**src/rtl/sseg_pkg.sv**
```systemverilog
// Shared constants for the multiplexed seven-segment display path (driver and scan decoder).
// Cathode/anode encodings are active-low.
package sseg_pkg;

    typedef logic [3:0] bcd_t;

    // Cathode patterns {g,f,e,d,c,b,a}, active-low
    localparam logic [6:0] SEG_0 = 7'b1000000;
    localparam logic [6:0] SEG_1 = 7'b1111001;
    localparam logic [6:0] SEG_2 = 7'b0100100;
    localparam logic [6:0] SEG_3 = 7'b0110000;
    localparam logic [6:0] SEG_4 = 7'b0011001;
    localparam logic [6:0] SEG_5 = 7'b0010010;
    localparam logic [6:0] SEG_6 = 7'b0000010;
    localparam logic [6:0] SEG_7 = 7'b1111000;
    localparam logic [6:0] SEG_8 = 7'b0000000;
    localparam logic [6:0] SEG_9 = 7'b0010000;

    localparam logic [7:0] AN_DIG0 = 8'b11111110;
    localparam logic [7:0] AN_DIG1 = 8'b11111101;
    localparam logic [7:0] AN_DIG2 = 8'b11111011;
    localparam logic [7:0] AN_DIG3 = 8'b11110111;

    // d3*1000 + d2*100 + d1*10 + d0 using shifts and adds only
    function automatic logic [15:0] bcd_to_bin(input bcd_t d3, input bcd_t d2,
                                               input bcd_t d1, input bcd_t d0);
        logic [15:0] t3, t2, t1, t0;
        t3 = {12'd0, d3};
        t2 = {12'd0, d2};
        t1 = {12'd0, d1};
        t0 = {12'd0, d0};
        return (t3 << 9) + (t3 << 8) + (t3 << 7) + (t3 << 6) + (t3 << 5) + (t3 << 3)
             + (t2 << 6) + (t2 << 5) + (t2 << 2)
             + (t1 << 3) + (t1 << 1)
             + t0;
    endfunction

endpackage

```
**src/rtl/sseg_to_bcd.sv**
```systemverilog
// Combinational decode of one active-low cathode pattern back to a BCD digit.
// valid is low for any pattern outside the ten digit glyphs.
module sseg_to_bcd
    import sseg_pkg::*;
(
    input  logic [6:0] pattern,
    output logic [3:0] bcd,
    output logic       valid
);

    always_comb begin
        bcd   = 4'd0;
        valid = 1'b1;
        case (pattern)
            SEG_0:   bcd = 4'd0;
            SEG_1:   bcd = 4'd1;
            SEG_2:   bcd = 4'd2;
            SEG_3:   bcd = 4'd3;
            SEG_4:   bcd = 4'd4;
            SEG_5:   bcd = 4'd5;
            SEG_6:   bcd = 4'd6;
            SEG_7:   bcd = 4'd7;
            SEG_8:   bcd = 4'd8;
            SEG_9:   bcd = 4'd9;
            default: valid = 1'b0;
        endcase
    end

endmodule

```
**src/rtl/sseg_scan_decoder.sv**
```systemverilog
// Reads back the scanned 4-digit seven-segment bus, waits for each digit to settle,
// and rebuilds the displayed number as BCD digits and as a binary value.
module sseg_scan_decoder
    import sseg_pkg::*;
#(
    parameter int SETTLE_CYCLES  = 1024,
    parameter int TIMEOUT_CYCLES = 2000000
) (
    input  logic        clk,
    input  logic        reset,
    input  logic [7:0]  an,
    input  logic [6:0]  sseg,
    output logic [15:0] digits,
    output logic [15:0] value,
    output logic        frame_valid,
    output logic        frame_err,
    output logic        changed,
    output logic        stale
);

    localparam int SW = $clog2(SETTLE_CYCLES + 1);
    localparam int TW = $clog2(TIMEOUT_CYCLES + 1);
    localparam logic [SW-1:0] SETTLE_MAX  = SW'(SETTLE_CYCLES - 1);
    localparam logic [TW-1:0] TIMEOUT_MAX = TW'(TIMEOUT_CYCLES - 1);

    logic [14:0]   samp;
    logic [14:0]   samp_prev;
    logic [SW-1:0] settle_cnt;
    logic          captured;
    logic [3:0]    seen;
    logic [3:0]    bad;
    logic [3:0]    seen_nx;
    logic [3:0]    bad_nx;
    bcd_t [3:0]    shadow;
    logic [TW-1:0] idle_cnt;

    logic          stable;
    logic          an_ok;
    logic [1:0]    an_idx;
    logic          capture;
    logic          complete;
    bcd_t          dec_bcd;
    logic          dec_ok;
    logic [15:0]   shadow_bin;

    sseg_to_bcd u_to_bcd (
        .pattern (samp[6:0]),
        .bcd     (dec_bcd),
        .valid   (dec_ok)
    );

    // Only a single lit lower digit with the upper four anodes dark qualifies
    always_comb begin
        an_ok  = 1'b1;
        an_idx = 2'd0;
        case (samp[14:7])
            AN_DIG0: an_idx = 2'd0;
            AN_DIG1: an_idx = 2'd1;
            AN_DIG2: an_idx = 2'd2;
            AN_DIG3: an_idx = 2'd3;
            default: an_ok  = 1'b0;
        endcase
    end

    assign stable     = (samp == samp_prev);
    assign capture    = stable && (settle_cnt == SETTLE_MAX) && !captured && an_ok;
    assign complete   = (seen == 4'b1111);
    assign shadow_bin = bcd_to_bin(shadow[3], shadow[2], shadow[1], shadow[0]);

    // A capture landing on the completion cycle counts toward the next frame
    always_comb begin
        seen_nx = complete ? 4'b0000 : seen;
        bad_nx  = complete ? 4'b0000 : bad;
        if (capture) begin
            seen_nx[an_idx] = 1'b1;
            bad_nx[an_idx]  = ~dec_ok;
        end
    end

    always_ff @(posedge clk or posedge reset) begin
        if (reset) begin
            samp       <= '0;
            samp_prev  <= '0;
            settle_cnt <= '0;
            captured   <= 1'b0;
        end else begin
            samp      <= {an, sseg};
            samp_prev <= samp;
            if (!stable) begin
                settle_cnt <= '0;
                captured   <= 1'b0;
            end else begin
                if (settle_cnt != SETTLE_MAX)
                    settle_cnt <= settle_cnt + 1'b1;
                if (capture)
                    captured <= 1'b1;
            end
        end
    end

    always_ff @(posedge clk or posedge reset) begin
        if (reset) begin
            seen        <= 4'b0000;
            bad         <= 4'b0000;
            shadow      <= '0;
            digits      <= 16'd0;
            value       <= 16'd0;
            frame_valid <= 1'b0;
            frame_err   <= 1'b0;
            changed     <= 1'b0;
        end else begin
            seen        <= seen_nx;
            bad         <= bad_nx;
            frame_valid <= complete && (bad == 4'b0000);
            frame_err   <= complete && (bad != 4'b0000);
            changed     <= complete && (bad == 4'b0000) && (shadow_bin != value);
            if (capture && dec_ok)
                shadow[an_idx] <= dec_bcd;
            if (complete && (bad == 4'b0000)) begin
                digits <= shadow;
                value  <= shadow_bin;
            end
        end
    end

    // Watchdog on frame completions; saturates once stale
    always_ff @(posedge clk or posedge reset) begin
        if (reset) begin
            idle_cnt <= '0;
            stale    <= 1'b0;
        end else if (complete) begin
            idle_cnt <= '0;
            stale    <= 1'b0;
        end else if (idle_cnt == TIMEOUT_MAX) begin
            stale <= 1'b1;
        end else begin
            idle_cnt <= idle_cnt + 1'b1;
        end
    end

endmodule

```
**config.mk**
```make
export PLATFORM = sky130hd
export DESIGN_NAME = sseg_scan_decoder
export DESIGN_NICKNAME = d
export VERILOG_FILES = /design/src/rtl/sseg_pkg.sv /design/src/rtl/sseg_to_bcd.sv /design/src/rtl/sseg_scan_decoder.sv
export SDC_FILE = /design/constraint.sdc
export NUM_CORES = 1
export LEC_CHECK = 0
export CAP_MARGIN = 20
export CORE_ASPECT_RATIO = 2
export CORE_UTILIZATION = 38
export DETAILED_ROUTE_END_ITERATION = 8
export GPL_ROUTABILITY_DRIVEN = 0
export PLACE_DENSITY_LB_ADDON = 0.15
export SYNTH_ARGS = -nofsm -noshare
export SYNTH_HDL_FRONTEND = slang
export SYNTH_SLANG_ARGS = --single-unit
```
**constraint.sdc**
```tcl
create_clock -name clk -period 9.45 [get_ports clk]
set_clock_uncertainty 0.05 [all_clocks]
set_input_delay 0.945 -clock clk [delete_from_list [all_inputs] [get_ports clk]]
set_output_delay 0.945 -clock clk [all_outputs]
set_load 0.1 [all_outputs]
```
# == Yosys cells after proc, flatten, opt, wreduce, memory -nomap -nowiden ==
# Index checks and enable logic that the tools add are counted.
# W data, S select, Z words.
# classes
add_sub_neg,13
magnitude_cmp,2
eq_ne,22
mux,22
n_bitwise,2
n_reduce_logical,15
# ops
operator,count
$mux W21,2
$pmux W4 S9,1
$add A16 B7 Y16,2
$add A16 B9 Y16,2
$eq A8 B8 Y1 const B,4
$mux W11,2
$add A21 B1 Y21 const B,1
$eq A21 B21 Y1 const B,1
$eq A7 B5 Y1 const B,3
$eq A7 B7 Y1 const B,3
$mux W4,5
$add A15 B10 Y16,1
$add A16 B10 Y16,1
$add A16 B4 Y16,1
$add A16 B5 Y16,1
$add A16 B6 Y16,1
$bwmux W16,1
$ne A16 B16 Y1,1
$add A14 B11 Y15,1
$eq A15 B15 Y1,1
$add A13 B12 Y14,1
$eq A7 B6 Y1 const B,2
$add A11 B1 Y11 const B,1
$eq A11 B10 Y1 const B,1
other kinds (22),36
# totals
register_bits,123
input_bits,17
wordCells,93

# == Depth between registers and ports, before layout ==
# Gate-level depths: netlist of run 1.
# logic_depth
word_depth,13
depth_mapped,17

# == By module ==
# From an unflattened synthesis of run 1, not the netlist that was laid out.
# hier_totals
hier_cells,592
area_unflattened_um2,6516.2
# by_module_without_submodules
mod,instances,cells_per_inst,area_per_inst_um2,seq_area_each_um2
sseg_scan_decoder,1,560,6292.3,3027.9
sseg_to_bcd,1,32,224.0,0.0

# == Worst setup path after synthesis of run 1 ==
# OpenSTA, ideal clock, no wires.
# synth_timing
path_type,register -> register
startpoint,reg shadow[5] (netlist name)
endpoint,reg changed
setup_time_ps,135
t_arrival_ps,3961
t_required_ps,9265
setup_slack_ps,5304
path_stages_with_launch,18
cell_sequence,dfrtp_1 -> inv_1 -> fa_1 -> inv_1 -> fa_1 -> inv_1 -> fa_1 -> inv_1 -> ha_1 -> inv_1 -> fa_1 -> xnor2_1 -> xnor2_1 -> nand4_1 -> a2111oi_0 -> o2111ai_1 -> a2111oi_1 -> a31oi_1
# synth_via
elab_chain_cells,5
# synth_rtl
item,line_no,rtl
start: declaration,sseg_scan_decoder.sv:34,bcd_t [3:0] shadow;
start signal: assignment,sseg_scan_decoder.sv:105,shadow <= '0;
start signal: indexed assignment,sseg_scan_decoder.sv:118,shadow[an_idx] <= dec_bcd;
$add A16 B7 Y16,sseg_pkg.sv:34,+ (t1 << 3) + (t1 << 1)
$add A16 B5 Y16 *,sseg_pkg.sv:34,
$add A16 B4 Y16 *,sseg_pkg.sv:35,+ t0;
$ne A16 B16 Y1 *,sseg_scan_decoder.sv:116,changed <= complete && (bad == 4'b0000) && (shadow_bin != value);
$logic_and A1 B1 Y1 *,sseg_scan_decoder.sv:116,
end signal: assignment,sseg_scan_decoder.sv:116,
end: declaration,sseg_scan_decoder.sv:17,"output logic changed,"
# Every way passes the cells marked *; elsewhere a longest branch is shown, timed or not.
# A chain may end at the register's enable or synchronous reset.

# == Worst setup path in the final report of run 1 ==
# Same ends and word-level chain as after synthesis.

==> results.cfg, run 1 <==
[sta]
finalSetupTns_ps = 0
fin_ws_ps = 4800
min_period_ps = 4650
finalCritPeriodShare_pct = 49.2
tightestPinTransition_ps = 978
hold_ws_ps = 368
final_max_slew_viol_count = 0
setup_viol = 0
relSlewSlack_pct = 34.6
grt_setup_unrepaired = false
fmax_mhz = 215
hold_viol = 0

[global_route]
grt_util_all_layers_pct = 17.8
overflow = 0
grt_max_degree = 80
grt_antenna_before_repair = 0
grt_use_met3_pct = 3.25
grtUsageMet2_pct = 34.8
top_usage_layer = met2
grt_pass1_vias = 4953
grt_pass1_wl_um = 24000
grtUsageMet1_pct = 17.2

[critical_path]
crit_chain = inv_1 -> fa_1 -> inv_1 -> fa_1 -> inv_1 -> fa_1 -> inv_1 -> ha_1 -> inv_1 -> fa_1 -> xnor2_1 -> xnor2_1 -> nand4_1 -> a2111oi_0 -> o2111ai_1 -> a2111oi_1 -> a31oi_1
cpMostUsedCell = inv_1
rr_worst_depth = 17
path_buf_inv = 5
crit_fanout = 3
cp-start-kind = register
cp-endpoint = changed
crit_family = adder cells
r2r_start = shadow[5]
endpoint_kind = register
slowest_stage = fa_1
rrSetupSlack_ps = 4800
cp.depth = 17
cp.arrival_ps = 4870
startpoint = shadow[5]
critical_path_class = register to register
r2r_end = changed
critPathMaxStageDelay_ps = 530
cp.required_ps = 9680

[clock_tree]
root_buffer = clkbuf_16
cts.clk_slew.worst_paths_ps = 60
cts_buffers = 17
ctsHoldBuffers = 0
cts.repair.resized = 0
clock_latency_ps = 410
clk_path_buf_depth = 2
cts_tree = done
htree_levels = 4
cts_setup_buffers = 0
cts_sinks = 121

[synthesis]
synth.avg_cell_area_um2 = 10.2
synthDistinctLibCells = 59
synthTopCellsByArea = dfrtp_1, fa_1, xor2_1, nand2_1, ha_1
synthTopCellsByCount = dfrtp_1, nand2_1, inv_1, nor2_1, o21ai_0
async_flop_share_pct = 100
ys_seq_area_share_pct = 46.6
ys_warn_count = 0
syn_area_um2 = 6500
syn_inst = 640
yosysMostFrequentCell = dfrtp_1
syn-num-nets = 707
synthDominantCellAreaShare_pct = 46.6
synth_seq_cells = 121
ys_dominant_reg_cell = dfrtp_1
synth_top_area_cell = dfrtp_1
synth_edf_count = 0

[cells_and_area]
n_antenna_cell = 0
final_util_pct = 46.4
layout-drive-gt1-share_pct = 7.11
syn2layout_area_growth_pct = 19.7
final_cells = 910
nNetsFinal = 757
design_area_um2 = 7780

[pwr]
combPwrFrac_pct = 2.6
internal_power_uw = 953
switching_share_pct = 21.3
p_total_mw = 1.21
seq_power_share_pct = 44.0
cellPowerDensity_nw_per_um2 = 156
p_leak_nw = 3.55
power.share.clock_pct = 53.4
p_sw_uw = 259
ir_drop_v = 0.000177

[flow_run]
cap_viol_max_count = 0

[placement]
io_buffers = 51
dp_slack_ps = 4850
dpl_cell_area_um2 = 7170
hpwl_um = 10700
dpl.cell_count = 878

[detailed_routing]
drtIter0Drc = 107
vias = 4565
drcViolationCount = 0
routed_via_density = 5.02
first_pass_iters = 4
routed_wl_um = 14100
detail_route.wl_per_cell_um = 15.5
detail-route-antenna-nets = 0

[hold_path]
hold_class = register to register

[floorplanning]
dieArea_um2 = 17700
start_util_pct = 38.8
rows = 67
die_x_um = 94.5
io_pins = 53
die_h_um = 187
core-area_um2 = 16800

[status]
outcome = finished clean
[layout make-up]
class / instances / area [µm²]
clock inverter: 10 / 118
clock buffer: 22 / 484
fill: 1623 / 8990
tap: 207 / 259
inverter: 57 / 216
timing repair buffer: 53 / 526
multi-input combinational: 440 / 3150
sequential: 121 / 3030
[state kept, by name, indices dropped and copies added, names as in the netlist]
register and flops:
bad 4, captured 1, changed 1, digits 16, frame_err 1, frame_valid 1, idle_cnt 21, samp 15
samp_prev 15, seen 4, settle_cnt 11, shadow 16, stale 1, value 14
[worst min-delay path by stage]
stage	start	endpoint	slack, ps	depth (start not counted)
2_1_floorplan	samp[2]	samp_prev[2]	300	0
3_3_place_gp	samp[12]	samp_prev[12]	360	0
3_5_place_dp	samp[12]	samp_prev[12]	360	0
4_1_cts	samp[12]	samp_prev[12]	370	0
5_1_grt	samp[12]	samp_prev[12]	390	0
6_report	samp[12]	samp_prev[12]	370	0
[power groups by stage]
| stage | clock (mW) | sequential (mW) | combinational, mW |
|---|---|---|---|
| after floorplan | 0 | 0.539 | 0.0230 |
| after global placement | 0 | 0.541 | 0.0323 |
| after detailed placement | 0 | 0.542 | 0.0329 |
| after CTS | 0.665 | 0.533 | 0.0330 |
| after global routing | 0.685 | 0.533 | 0.0367 |
| final | 0.647 | 0.533 | 0.0316 |
[placed cells by master (no fill, tap or decap), types with 3 or more instances in the layout]
cell             instances
and4_1                   3
dfrtp_1                121
a21oi_1                 17
or4_1                    3
nor2_1                  54
clkbuf_16               17
o21ai_0                 41
o21ai_1                  8
nand2_1                 87
nand3_1                 18
nor4_1                   5
mux2_2                   3
nor3_1                   6
xnor2_1                 22
ha_1                    25
nand4_1                 14
or3_1                    4
nor3b_1                  4
inv_1                   55
clkinvlp_4               4
nand3_2                  4
and3_1                   5
fa_1                    25
clkbuf_8                 4
a31oi_1                  7
mux2i_1                  6
a21o_1                   4
xor2_1                  40
clkdlybuf4s50_1         51
[routing by layer]
metal  share of wire, %  up-vias  routed length, µm
met4                3.1        0                442
li1                   -     2236                  -
met5                  0        -                  0
met3                2.0       24                278
met2                 59       62               8270
met1                 36     2243               5090
[kinds of logic after synthesis]
| logic type | share of synthesized area [%] |
|---|---|
| compound gates | 8.20 |
| xor+xnor | 8.36 |
| fa+ha+maj | 12.5 |
| buf+inv | 5.01 |
| flops | 46.6 |
| mux | 1.44 |
| other cells | 0.0577 |
| simple gates | 17.8 |
No activity file was read; power rests on OpenSTA's default activity.
==> run 2: changes to the inputs <==
- clock period: 9.45 -> 3.75 ns (I/O delays scaled with it)
==> run 2 against run 1 <==
  * The run now ends with setup timing left
  * Flip-flop and latch count unchanged
  * Combinational power rose to 2.7 times the previous value
  * Largest power group unchanged
  * Final cell count up 6.9%
  * Count of clock-buffer cells in the layout down 5
  * First-iteration DRC count up 21%
  * Global-route usage up 1.1 points
  * Die area unchanged
  * Maximum frequency up 15%
  * Final area up 8.6%
  * Sequential power rose to 2.5 times the previous value
==> results.cfg, run 2 (same netlist as run 1, synthesis figures left out) <==
[status]
outcome = finished with violations
violations = setup timing

[cells_and_area]
regMostFlops = idle_cnt
largest_reg_flops = 21
syn2layout_area_growth_pct = 30.0
seqCellArea_um2 = 3030
largestRegisters = idle_cnt x21, digits x16, shadow x16
final_util_pct = 50.4
layout_common_cells = dfrtp_1, nand2_1, buf_4
n_fill_cell = 1549
layout-drive-gt1-share_pct = 18.8
final_common_cell = dfrtp_1
design_area_um2 = 8450
multi_input_area_um2 = 3330
nNetsFinal = 820
n_antenna_cell = 0

[sta]
hold_ws_ps = 222
final_max_slew_viol_count = 0
min_period_ps = 4050
fin_ws_ps = -297
grt_setup_unrepaired = true
tightestPinTransition_ps = 977
setup_viol = 4
fmax_mhz = 247
finalCritPeriodShare_pct = 108
hold_viol = 0
relSlewSlack_pct = 34.7

[floorplanning]
io_pins = 53
die_x_um = 94.5
rows = 67
dieArea_um2 = 17700
start_util_pct = 38.8
die_h_um = 187
core-area_um2 = 16800

[placement]
hpwl_um = 11400
dp_slack_ps = -493
io_buffers = 51
dpl_cell_area_um2 = 7630

[pwr]
p_total_mw = 3.00
ir_drop_v = 0.000385
cellPowerDensity_nw_per_um2 = 355
p_leak_nw = 3.85

[detailed_routing]
detail-route-antenna-nets = 0
first_pass_iters = 4
vias = 4864
drcViolationCount = 0
routed_via_density = 5.00
detail_route.wl_per_cell_um = 15.5
routed_wl_um = 15000
drtIter0Drc = 129

[clock_tree]
root_buffer = clkbuf_16
cts_sinks = 121
cts.clk_slew.worst_paths_ps = 60
cts_buffers = 17
ctsHoldBuffers = 0
cts_tree = done
clock_latency_ps = 420
clk_path_buf_depth = 2
htree_levels = 4

[global_route]
grt_util_all_layers_pct = 18.9
grt_pass1_wl_um = 25400
grt_antenna_before_repair = 0
overflow = 0
grt_max_degree = 83
grt_pass1_vias = 5166

[critical_path]
cp-start-kind = register
crit_chain = inv_2 -> fa_1 -> inv_1 -> fa_1 -> inv_1 -> fa_1 -> inv_1 -> ha_2 -> inv_2 -> fa_2 -> xor2_1 -> nand4_1 -> a2111oi_4 -> o2111ai_2 -> a2111oi_2 -> a31oi_1
crit_fanout = 2
critPathMaxStageDelay_ps = 530
endpoint_kind = register
cp.required_ps = 3980
critical_path_class = register to register
slowest_stage = fa_2
cp.arrival_ps = 4280

[flow_run]
cap_viol_max_count = 0

[hold_path]
hold_class = primary input to async pin
-- run 2: layout make-up --
cell class                 count  area share (%)
multi-input combinational    440            39.4
sequential                   121            35.9
timing repair buffer         116            12.3
clock buffer                  17            5.04
tap                          207            3.07
inverter                      57            2.56
clock inverter                15            1.70
-- run 2: critical path, delay by kind of cell (launching register included) --
kind                     cells  cell delay, ps
adder cells (fa/ha/maj)      5            2120
AO/OA/AOI/OAI                4             850
flip-flops                   1             350
XOR/XNOR                     1             130
AND/OR/NAND/NOR              1             140
buffers and inverters        5             260
-- run 2: where the power goes --
group          switching (mW)  internal, mW
logic                  0.0512        0.0355
clock network           0.651         0.921
registers              0.0192          1.32
-- run 2: path summary, 6_finish.rpt --
kind | from | endpoint | slack (ps) | cells after the start
worst min register to register | samp[12] | samp_prev[12] | 370 | 0
worst max register to register | shadow[7] | changed | -300 | 16
worst max-delay path | shadow[7] | changed | -300 | 16
max in group asynchronous | reset | samp[5] | 2550 | 4
worst min-delay path | reset | idle_cnt[16] | 220 | 2
min in group clk | an[5] | samp[12] | 350 | 1
-- run 2: repair_timing --
| item | CTS | global route |
|---|---|---|
| resized for setup | 16 | 18 |
| buffers inserted | 0 | 6 |
| endpoints found under the setup margin | 4 | 6 |
| pin swaps | 13 | 15 |
-- run 2: stage by stage --
stage	setup TNS [ps]	instances
after floorplan	-407	640
after global placement	-837	935
final	-566	973
after global routing	-1470	973
after CTS	-514	966
after detailed placement	-1090	935
-- run 2: layer usage --
layer  wire length (µm)  global-route usage (%)  up-vias
met1               5370                    18.7     2394
met3                277                    3.70       32
met2               8940                    36.1       77
met4                450                    9.09        0
met5                  0                       0        -
li1                   -                       -     2361
==> run 3: changes to the inputs <==
- CORE_UTILIZATION: 38 -> 53
- SETUP_SLACK_MARGIN: not set -> 0.05
==> run 3 against run 2 <==
  * The flow still finishes with violations (setup timing)
  * Combinational power is 4.6% lower
  * Die area is 28% lower
  * Clock power is 11% higher
  * Setup slack worse by 55 ps
==> results.cfg, run 3 (same netlist as run 1, synthesis figures left out) <==
[status]
outcome = finished with violations
violations = setup timing

[floorplanning]
die_x_um = 80.3
rows = 56
die_h_um = 159
start_util_pct = 54.9
core-area_um2 = 11800
dieArea_um2 = 12700
io_pins = 53

[global_route]
overflow = 0
grt_antenna_before_repair = 0
grt_util_all_layers_pct = 27.3
grt_pass1_wl_um = 25400
grt_pass1_vias = 5487
grt_max_degree = 55

[placement]
dpl.cell_count = 874
dp_slack_ps = -508
io_buffers = 51
dpl_cell_area_um2 = 7550
hpwl_um = 11400

[sta]
setup_viol = 5
relSlewSlack_pct = 35.1
final_max_slew_viol_count = 0
finalCritPeriodShare_pct = 109
hold_viol = 0
tightestPinTransition_ps = 971
min_period_ps = 4100
fmax_mhz = 244
finalSetupTns_ps = -1140
fin_ws_ps = -353
grt_setup_unrepaired = true

[cells_and_area]
largest_reg_flops = 21
nNetsFinal = 825
design_area_um2 = 8470
layout_common_cells = dfrtp_1, nand2_1, buf_4
n_fill_cell = 861
largestRegisters = idle_cnt x21, digits x16, shadow x16
final_cells = 915
final_common_cell = dfrtp_1
syn2layout_area_growth_pct = 30.3
layout-drive-gt1-share_pct = 19.9
n_antenna_cell = 0
regMostFlops = idle_cnt

[pwr]
p_leak_nw = 3.92
ir_drop_v = 0.000391
cellPowerDensity_nw_per_um2 = 374

[detailed_routing]
vias = 5013
routed_wl_um = 15500
detail-route-antenna-nets = 0
drtIter0Drc = 170
drcViolationCount = 0
first_pass_iters = 5
routed_via_density = 5.48
detail_route.wl_per_cell_um = 16.9

[clock_tree]
cts_sinks = 121
clock_latency_ps = 410
ctsHoldBuffers = 0
clk_path_buf_depth = 2
root_buffer = clkbuf_16
cts.clk_slew.worst_paths_ps = 60
cts_buffers = 17
htree_levels = 4
cts_tree = done

[critical_path]
rrSetupSlack_ps = -350
r2r_end = changed
endpoint_kind = register
cp-endpoint = changed
rr_worst_depth = 19
startpoint = shadow[7]
cp-start-kind = register
r2r_start = shadow[7]
cp.required_ps = 3970
critical_path_class = register to register
cp.arrival_ps = 4330
crit_fanout = 4

[hold_path]
hold_class = primary input to register

[flow_run]
cap_viol_max_count = 0
==> run 3: cell types whose count changed in the layout (fill, tap and decap cells not counted), sizes merged <==
cell	change
buf	+5
bufinv	+3
clkbuf	+1
clkinv	+1
clkinvlp	-4
inv	-2
==> run 3: power breakdown <==
group / switching (mW) / internal (mW)
clock: 0.608 / 1.13
sequential: 0.0200 / 1.32
combinational: 0.0509 / 0.0318
total: 0.679 / 2.49
==> run 3: critical path: stages (launching register included) <==
cell,delay (ps)
dfrtp_1,350
inv_2,50
fa_1,540
inv_1,50
fa_1,470
inv_1,50
fa_1,440
inv_2,70
ha_4,130
inv_2,30
fa_2,360
buf_4,160
nor2b_4,110
o31ai_2,80
a21oi_2,220
a31oi_2,150
xnor2_2,170
buf_4,150
xnor2_1,200
a31oi_1,100
==> run 3: timing repair <==
action,4_1_cts,5_1_grt
pin swaps,23,3
buffers inserted,8,2
resized for setup,35,7
endpoints found under the setup margin,6,7
==> run 3: layout make-up <==
| class | count | area [µm²] | area share [%] |
|---|---|---|---|
| tap | 145 | 181 | 2.14 |
| clock buffer | 18 | 439 | 5.18 |
| clock inverter | 13 | 195 | 2.30 |
| multi-input combinational | 440 | 3350 | 39.6 |
| sequential | 121 | 3030 | 35.8 |
| inverter | 57 | 216 | 2.56 |
| timing repair buffer | 121 | 1050 | 12.5 |
==> run 3: stage by stage <==
step                      hold WS (ps)  power [mW]  utilization (%)
after global routing               338        3.26             71.5
after floorplan                    299        1.42                -
final                              347        3.17             71.5
after CTS                          340        3.19             71.0
after global placement             361        1.45             63.8
after detailed placement           363        1.45             63.8
==> run 3: worst min-delay path by stage <==
stage	depth (start not counted)	end	startpoint	slack, ps
2_1_floorplan	0	samp_prev[2]	samp[2]	300
3_3_place_gp	0	samp_prev[12]	samp[12]	360
3_5_place_dp	0	samp_prev[12]	samp[12]	360
4_1_cts	1	samp[6]	sseg[6]	340
5_1_grt	1	samp[4]	sseg[4]	340
6_report	1	samp[6]	sseg[6]	350
==> run 3: metal layers <==
layer | track usage (%) | share of wire (%) | vias to the layer above
met2 | 52.0 | 58 | 127
met1 | 23.9 | 33 | 2455
li1 | - | - | 2377
met5 | 0 | 0 | -
met4 | 20.9 | 5.9 | 0
met3 | 5.62 | 2.9 | 54
